File: config.mk
export PLATFORM = sky130hd
export DESIGN_NAME = conv_layer_sequencer
export DESIGN_NICKNAME = d
export VERILOG_FILES = /design/src/rtl/conv_layer_sequencer.sv
export SDC_FILE = /design/constraint.sdc
export NUM_CORES = 1
export LEC_CHECK = 0
export CORE_MARGIN = 3
export CORE_UTILIZATION = 52
export CTS_CLUSTER_DIAMETER = 50
export CTS_CLUSTER_SIZE = 40
export DETAILED_ROUTE_END_ITERATION = 8
export PLACE_DENSITY = 0.9
export RECOVER_POWER = 100
export SLEW_MARGIN = 25
export SYNTH_ARGS = -nofsm -noshare
export SYNTH_HDL_FRONTEND = slang
export SYNTH_SLANG_ARGS = --single-unit
File: constraint.sdc
create_clock -name clk -period 6.1 [get_ports clk]
set_input_delay 1.22 -clock clk [delete_from_list [all_inputs] [get_ports clk]]
set_output_delay 1.22 -clock clk [all_outputs]
set_load 0.005 [all_outputs]
File: src/rtl/conv_layer_sequencer.sv
// conv_layer_sequencer
//   Runs one convolution layer. It fetches the weight/bias words, then handles
//   each output pixel in turn: clear the PE accumulators, read every input tap,
//   and issue one output write followed by a fixed serialisation window.
//
// Ports
//   clk, rst            single clock, synchronous active-high reset
//   start               launch pulse, honoured only while idle
//   cfg_*               layer configuration, latched on an accepted start
//   rdv_input/weight    read data-valid returned by the PE array top
//   conv_num, relu_en,
//   pool_en             latched configuration driven to the PE array
//   rst_n_pe            active-low accumulator clear (low in CLR and in reset)
//   partial_en          accumulate onto the partial sum (every tap but the first)
//   output_en           high for the whole serialisation window
//   addr_/en_readw      weight-read request
//   addr_/en_readi      input-read request
//   addr_/en_write      output-write request
//   busy, done          not-idle flag, one-cycle completion pulse
//   err_timeout         sticky: a read-valid never arrived
module conv_layer_sequencer #(
  parameter int WR_CYCLES = 70,
  parameter int TIMEOUT   = 1023
) (
  input  logic        clk,
  input  logic        rst,
  input  logic        start,
  input  logic [3:0]  cfg_conv_num,
  input  logic        cfg_relu_en,
  input  logic        cfg_pool_en,
  input  logic [16:0] cfg_w_base,
  input  logic [7:0]  cfg_w_words,
  input  logic [16:0] cfg_i_base,
  input  logic [11:0] cfg_taps,
  input  logic [14:0] cfg_o_base,
  input  logic [14:0] cfg_pixels,
  input  logic        rdv_input,
  input  logic        rdv_weight,
  output logic [3:0]  conv_num,
  output logic        rst_n_pe,
  output logic        partial_en,
  output logic        relu_en,
  output logic        pool_en,
  output logic        output_en,
  output logic [16:0] addr_readw,
  output logic        en_readw,
  output logic [16:0] addr_readi,
  output logic        en_readi,
  output logic [14:0] addr_write,
  output logic        en_write,
  output logic        busy,
  output logic        done,
  output logic        err_timeout
);

  localparam logic [2:0] IDLE   = 3'd0;
  localparam logic [2:0] W_REQ  = 3'd1;
  localparam logic [2:0] W_WAIT = 3'd2;
  localparam logic [2:0] CLR    = 3'd3;
  localparam logic [2:0] I_REQ  = 3'd4;
  localparam logic [2:0] I_WAIT = 3'd5;
  localparam logic [2:0] WR     = 3'd6;
  localparam logic [2:0] DONE   = 3'd7;

  // Terminal counts; a parameter below 1 behaves as 1.
  localparam int WR_LAST_I = (WR_CYCLES > 1) ? WR_CYCLES - 1 : 0;
  localparam int WC_W      = (WR_CYCLES > 1) ? $clog2(WR_CYCLES) : 1;
  localparam int TO_LAST_I = (TIMEOUT > 1) ? TIMEOUT - 1 : 0;
  localparam int TO_W      = (TIMEOUT > 1) ? $clog2(TIMEOUT) : 1;
  localparam logic [WC_W-1:0] WR_LAST = WC_W'(WR_LAST_I);
  localparam logic [TO_W-1:0] TO_LAST = TO_W'(TO_LAST_I);

  logic [2:0]      state_reg;
  logic [3:0]      conv_num_reg;
  logic            relu_reg;
  logic            pool_reg;
  logic [16:0]     w_base_reg;
  logic [7:0]      w_words_reg;
  logic [16:0]     i_base_reg;
  logic [11:0]     taps_reg;
  logic [14:0]     o_base_reg;
  logic [14:0]     pixels_reg;
  logic [7:0]      w_idx_reg;
  logic [11:0]     tap_idx_reg;
  logic [14:0]     pix_idx_reg;
  logic [TO_W-1:0] wait_cnt_reg;
  logic [WC_W-1:0] wr_cnt_reg;
  logic            err_reg;
  logic            rst_n_pe_reg;

  logic            w_last;
  logic            tap_last;
  logic            pix_last;
  logic [16:0]     addr_i_calc;

  // Counts are stored with 0 already mapped to 1, so "last" is always count-1.
  assign w_last   = (w_idx_reg == w_words_reg - 8'd1);
  assign tap_last = (tap_idx_reg == taps_reg - 12'd1);
  assign pix_last = (pix_idx_reg == pixels_reg - 15'd1);

  // Full 27-bit product, truncated to the 17-bit read address space.
  assign addr_i_calc = i_base_reg + 17'(27'(pix_idx_reg) * 27'(taps_reg))
                       + 17'(tap_idx_reg);

  assign busy        = (state_reg != IDLE);
  assign done        = (state_reg == DONE);
  assign en_readw    = (state_reg == W_REQ);
  assign en_readi    = (state_reg == I_REQ);
  assign en_write    = (state_reg == WR) && (wr_cnt_reg == '0);
  assign output_en   = (state_reg == WR);
  assign partial_en  = ((state_reg == I_REQ) || (state_reg == I_WAIT)) &&
                       (tap_idx_reg != 12'd0);
  // Addresses are forced to zero outside their request cycle.
  assign addr_readw  = en_readw ? (w_base_reg + 17'(w_idx_reg)) : 17'd0;
  assign addr_readi  = en_readi ? addr_i_calc : 17'd0;
  assign addr_write  = en_write ? (o_base_reg + pix_idx_reg) : 15'd0;
  assign conv_num    = conv_num_reg;
  assign relu_en     = relu_reg;
  assign pool_en     = pool_reg;
  assign err_timeout = err_reg;
  // Registered so the clear is also held low while reset is asserted.
  assign rst_n_pe    = rst_n_pe_reg;

  always_ff @(posedge clk) begin
    if (rst) begin
      state_reg    <= IDLE;
      conv_num_reg <= '0;
      relu_reg     <= 1'b0;
      pool_reg     <= 1'b0;
      w_base_reg   <= '0;
      w_words_reg  <= '0;
      i_base_reg   <= '0;
      taps_reg     <= '0;
      o_base_reg   <= '0;
      pixels_reg   <= '0;
      w_idx_reg    <= '0;
      tap_idx_reg  <= '0;
      pix_idx_reg  <= '0;
      wait_cnt_reg <= '0;
      wr_cnt_reg   <= '0;
      err_reg      <= 1'b0;
      rst_n_pe_reg <= 1'b0;
    end else begin
      rst_n_pe_reg <= 1'b1;
      case (state_reg)
        IDLE: begin
          if (start) begin
            conv_num_reg <= cfg_conv_num;
            relu_reg     <= cfg_relu_en;
            pool_reg     <= cfg_pool_en;
            w_base_reg   <= cfg_w_base;
            w_words_reg  <= (cfg_w_words == 8'd0) ? 8'd1 : cfg_w_words;
            i_base_reg   <= cfg_i_base;
            taps_reg     <= (cfg_taps == 12'd0) ? 12'd1 : cfg_taps;
            o_base_reg   <= cfg_o_base;
            pixels_reg   <= (cfg_pixels == 15'd0) ? 15'd1 : cfg_pixels;
            w_idx_reg    <= '0;
            tap_idx_reg  <= '0;
            pix_idx_reg  <= '0;
            wait_cnt_reg <= '0;
            wr_cnt_reg   <= '0;
            err_reg      <= 1'b0;
            state_reg    <= W_REQ;
          end
        end
        W_REQ: begin
          wait_cnt_reg <= '0;
          state_reg    <= W_WAIT;
        end
        W_WAIT: begin
          // Only the weight valid is looked at, and only from this state on.
          if (rdv_weight) begin
            w_idx_reg <= w_idx_reg + 8'd1;
            if (w_last) begin
              state_reg    <= CLR;
              rst_n_pe_reg <= 1'b0;
            end else begin
              state_reg <= W_REQ;
            end
          end else if (wait_cnt_reg == TO_LAST) begin
            err_reg   <= 1'b1;
            state_reg <= DONE;
          end else begin
            wait_cnt_reg <= wait_cnt_reg + TO_W'(1);
          end
        end
        CLR: begin
          tap_idx_reg <= '0;
          state_reg   <= I_REQ;
        end
        I_REQ: begin
          wait_cnt_reg <= '0;
          state_reg    <= I_WAIT;
        end
        I_WAIT: begin
          if (rdv_input) begin
            tap_idx_reg <= tap_idx_reg + 12'd1;
            if (tap_last) begin
              wr_cnt_reg <= '0;
              state_reg  <= WR;
            end else begin
              state_reg <= I_REQ;
            end
          end else if (wait_cnt_reg == TO_LAST) begin
            err_reg   <= 1'b1;
            state_reg <= DONE;
          end else begin
            wait_cnt_reg <= wait_cnt_reg + TO_W'(1);
          end
        end
        WR: begin
          // The write address uses pix_idx, so it only advances once the
          // serialisation window is over.
          if (wr_cnt_reg == WR_LAST) begin
            pix_idx_reg <= pix_idx_reg + 15'd1;
            if (pix_last) begin
              state_reg <= DONE;
            end else begin
              state_reg    <= CLR;
              rst_n_pe_reg <= 1'b0;
            end
          end else begin
            wr_cnt_reg <= wr_cnt_reg + WC_W'(1);
          end
        end
        DONE: begin
          state_reg <= IDLE;
        end
        default: begin
          state_reg <= IDLE;
        end
      endcase
    end
  end

endmodule
==> metrics.cfg <==
[yosys]
synthTopCellsByCount=nand2_1, inv_1, dfxtp_1, a21oi_1, nor2_1
synth_nets=1968
postSynth.asyncResetShare=0
synthTopCellsByArea=dfxtp_1, fa_1, nand2_1
synth.distinct_cells=70
yosys.area.top_type=dfxtp_1
yosysSeqAreaShare=0.222
ys_seq_elements=147
yosysWarningCount=0
synth.avg_cell_area_sq_um=7.89
mappedNetlistArea_sq_um=13200
postSynthCellCount=1677
synth_edf_count=0
synth_ff_type=dfxtp_1
yosysMostFrequentCell=nand2_1
netlist.area_leader.share=0.222

[cts]
cts_buffer_depth=2
clk_pin_slew_worst_paths_ns=0.07
cts_hold_buf=0
htreeDepth=4
cts_root_buffer=clkbuf_16
cts_tree=done
cts_sinks=147
numCtsBuffers=17
insertion_delay_ns=0.44

[timing]
layout_setup_ws_ns=-0.853
tightest_slew_ns=2.83
post-route-period-util=1.14
hold_violations=0
setup_viol=11
max_slew_margin=-0.884
rsz0062_at_grt=true
hold_slack_ns=0.453
clock_skew_ns=0.00806
drv_slew=165
max_freq_mhz=144
period_minus_slack_ns=6.95

[route]
ant_nets=0
top_layer_used=met4
first_pass_iters=5
routed-wl-met2_microns=19700
met1Wirelength_microns=14200
viasPerCell=5.64
drcViolationCount=0
dr_wl_met3_microns=2840
wl_per_cell_microns=17.6
route.vias.total=12367
totalWireLength_microns=38500
drtIter0Drc=1057

[status]
status=finished with violations
violations=max-capacitance violations, max-slew violations, negative setup slack

[power_and_ir_drop]
p_per_area_nw_per_um2=175
ir_drop_v=0.000172
p_leak_nw=7.06

[layout]
area_growth_pct=24.1
layout-drive-gt1-share=0.110
nFillCells=1891
layout.nets=2150
instances_no_fill=2194
diodes=0
fin_util=0.665
multiInputGateArea_sq_um=9560
seq_area_sq_um=2960

[worst_setup_path]
reg2reg_slack_ns=1.48
crit_slowest_cell=fa_1
critPathRequiredTime_ns=4.88
reg2regPathDepth=5
path_cells=and2_4 -> fa_1 -> inv_1 -> fa_1 -> inv_1 -> fa_1 -> inv_2 -> fa_1 -> inv_1 -> fa_1 -> inv_1 -> fa_1 -> inv_2 -> ha_4 -> a21o_1 -> a21oi_2 -> o31ai_4 -> a21o_1 -> a21oi_2 -> buf_4 -> xor2_1 -> nor2_1 -> buf_2
crit_path_frequent_cell=fa_1
slowest_delay_ns=0.54
r2r_end=taps_reg[0]$_SDFFE_PP0P_
startpoint=taps_reg[2]$_SDFFE_PP0P_
critPathMaxFanout=6
start_kind=flop
endpoint=addr_readi[12]
regToRegStartpoint=state_reg[2]$_SDFFE_PP0P_
crit_arrival_ns=5.73
critical_path_class=reg -> out
critPathCaptureType=primary output

[grt]
track_usage=0.280
gr-total-overflow=0
grt_max_degree=64
grt_pass1_wl_microns=61100
antenna_found_initial=0
grt_pass1_vias=12750

[floorplanning]
start_util=0.536
dieArea_sq_um=27400
design.core.area_sq_um=24700
die_y_microns=166
fp.dieW_microns=166
row_count=57
boundaryPins=159

[min_path]
hp-class=reg -> reg
hold_depth=2

[place]
io_buffers=158
dp_cells=2158
post-dp-hpwl_microns=29100
place.gp.congestion=0.979

[flow_run]
max-cap-violations=3

area by class of cell:
cell class,count,area share
clock buffers,20,0.0272
clock inverters,10,0.00907
inverters,189,0.0432
multi-input cells,1256,0.582
flip-flops and latches,147,0.180
well taps,324,0.0247
repair buffers,248,0.133
through the flow:
stage	setup TNS (ns)	worst slack (ns)	cell area (sq um)	power, mW
after global placement	-3.17	-0.546	15700	1.73
after floorplan	-0.573	-0.166	13500	1.52
after global routing	-7.72	-1.02	16400	2.99
final	-6.01	-0.853	16400	2.88
after CTS	-6.57	-0.809	16300	2.86
after detailed placement	-4.93	-0.716	15700	1.76
layer usage:
layer,vias to the layer above,GRT usage
li1,5777,-
met1,5899,0.306
met2,564,0.512
met3,127,0.0599
met4,0,0.135
met5,-,0
worst max-delay path, delay by kind of cell (launching register included):
family,cells,cell delay [ns]
buffers and inverters,8,0.71
DFF,1,0.37
AOI/OAI and AO/OA,5,0.80
adders and majority gates,7,3.03
and+or+nand+nor,2,0.22
xor gates and xnor gates,1,0.14
placed cells by master, fill, tap and decap left out, types with 31 or more instances in the layout:
cell type | Yosys | layout
fa_1 | 113 | 113
nand2_1 | 280 | 278
dfxtp_1 | 147 | 137
buf_4 | 1 | 88
nand3_1 | 31 | 31
and2_1 | 86 | 80
ha_1 | 83 | 71
nor2_1 | 117 | 117
xor2_1 | 59 | 59
clkdlybuf4s50_1 | 0 | 133
a21oi_1 | 136 | 130
inv_1 | 188 | 177
xnor2_1 | 77 | 75
power breakdown:
group | total (mW) | internal, mW | switching (mW)
Combinational | 0.684 | 0.302 | 0.382
Sequential | 1.08 | 1.02 | 0.0665
Clock | 1.11 | 0.657 | 0.453
how the worst min path moves through the flow:
| stage | start | end | slack (ns) |
|---|---|---|---|
| 4_1_cts | i_base_reg[11]$_SDFFE_PP0P_ | i_base_reg[11]$_SDFFE_PP0P_ | 0.46 |
| 2_1_floorplan | i_base_reg[10]$_SDFFE_PP0P_ | i_base_reg[10]$_SDFFE_PP0P_ | 0.44 |
| 3_5_place_dp | i_base_reg[11]$_SDFFE_PP0P_ | i_base_reg[11]$_SDFFE_PP0P_ | 0.45 |
| 6_report | i_base_reg[11]$_SDFFE_PP0P_ | i_base_reg[11]$_SDFFE_PP0P_ | 0.45 |
| 5_1_grt | i_base_reg[13]$_SDFFE_PP0P_ | i_base_reg[13]$_SDFFE_PP0P_ | 0.48 |
| 3_3_place_gp | conv_num[3]$_SDFFE_PP0P_ | conv_num[3]$_SDFFE_PP0P_ | 0.44 |
cell families (layout without fill, tap and decap cells):
group                    after synthesis  count (layout)  share of synthesized area
flip-flops                           147             147                      0.222
multiplexers                           4               4                    0.00312
buffers and inverters                274             467                     0.0787
adder cells (fa/ha/maj)              196             196                      0.249
AO/OA/AOI/OAI                        255             255                      0.114
XOR/XNOR                             136             136                     0.0900
AND/OR/NAND/NOR                      665             665                      0.243
repair_timing:
item	CTS	global route
pin swaps	30	21
gates resized for setup	57	30
buffers inserted	6	0
endpoints found under the hold margin	0	0
endpoints found under the setup margin	14	14
Note: power is estimated with default switching activity, not from simulation.
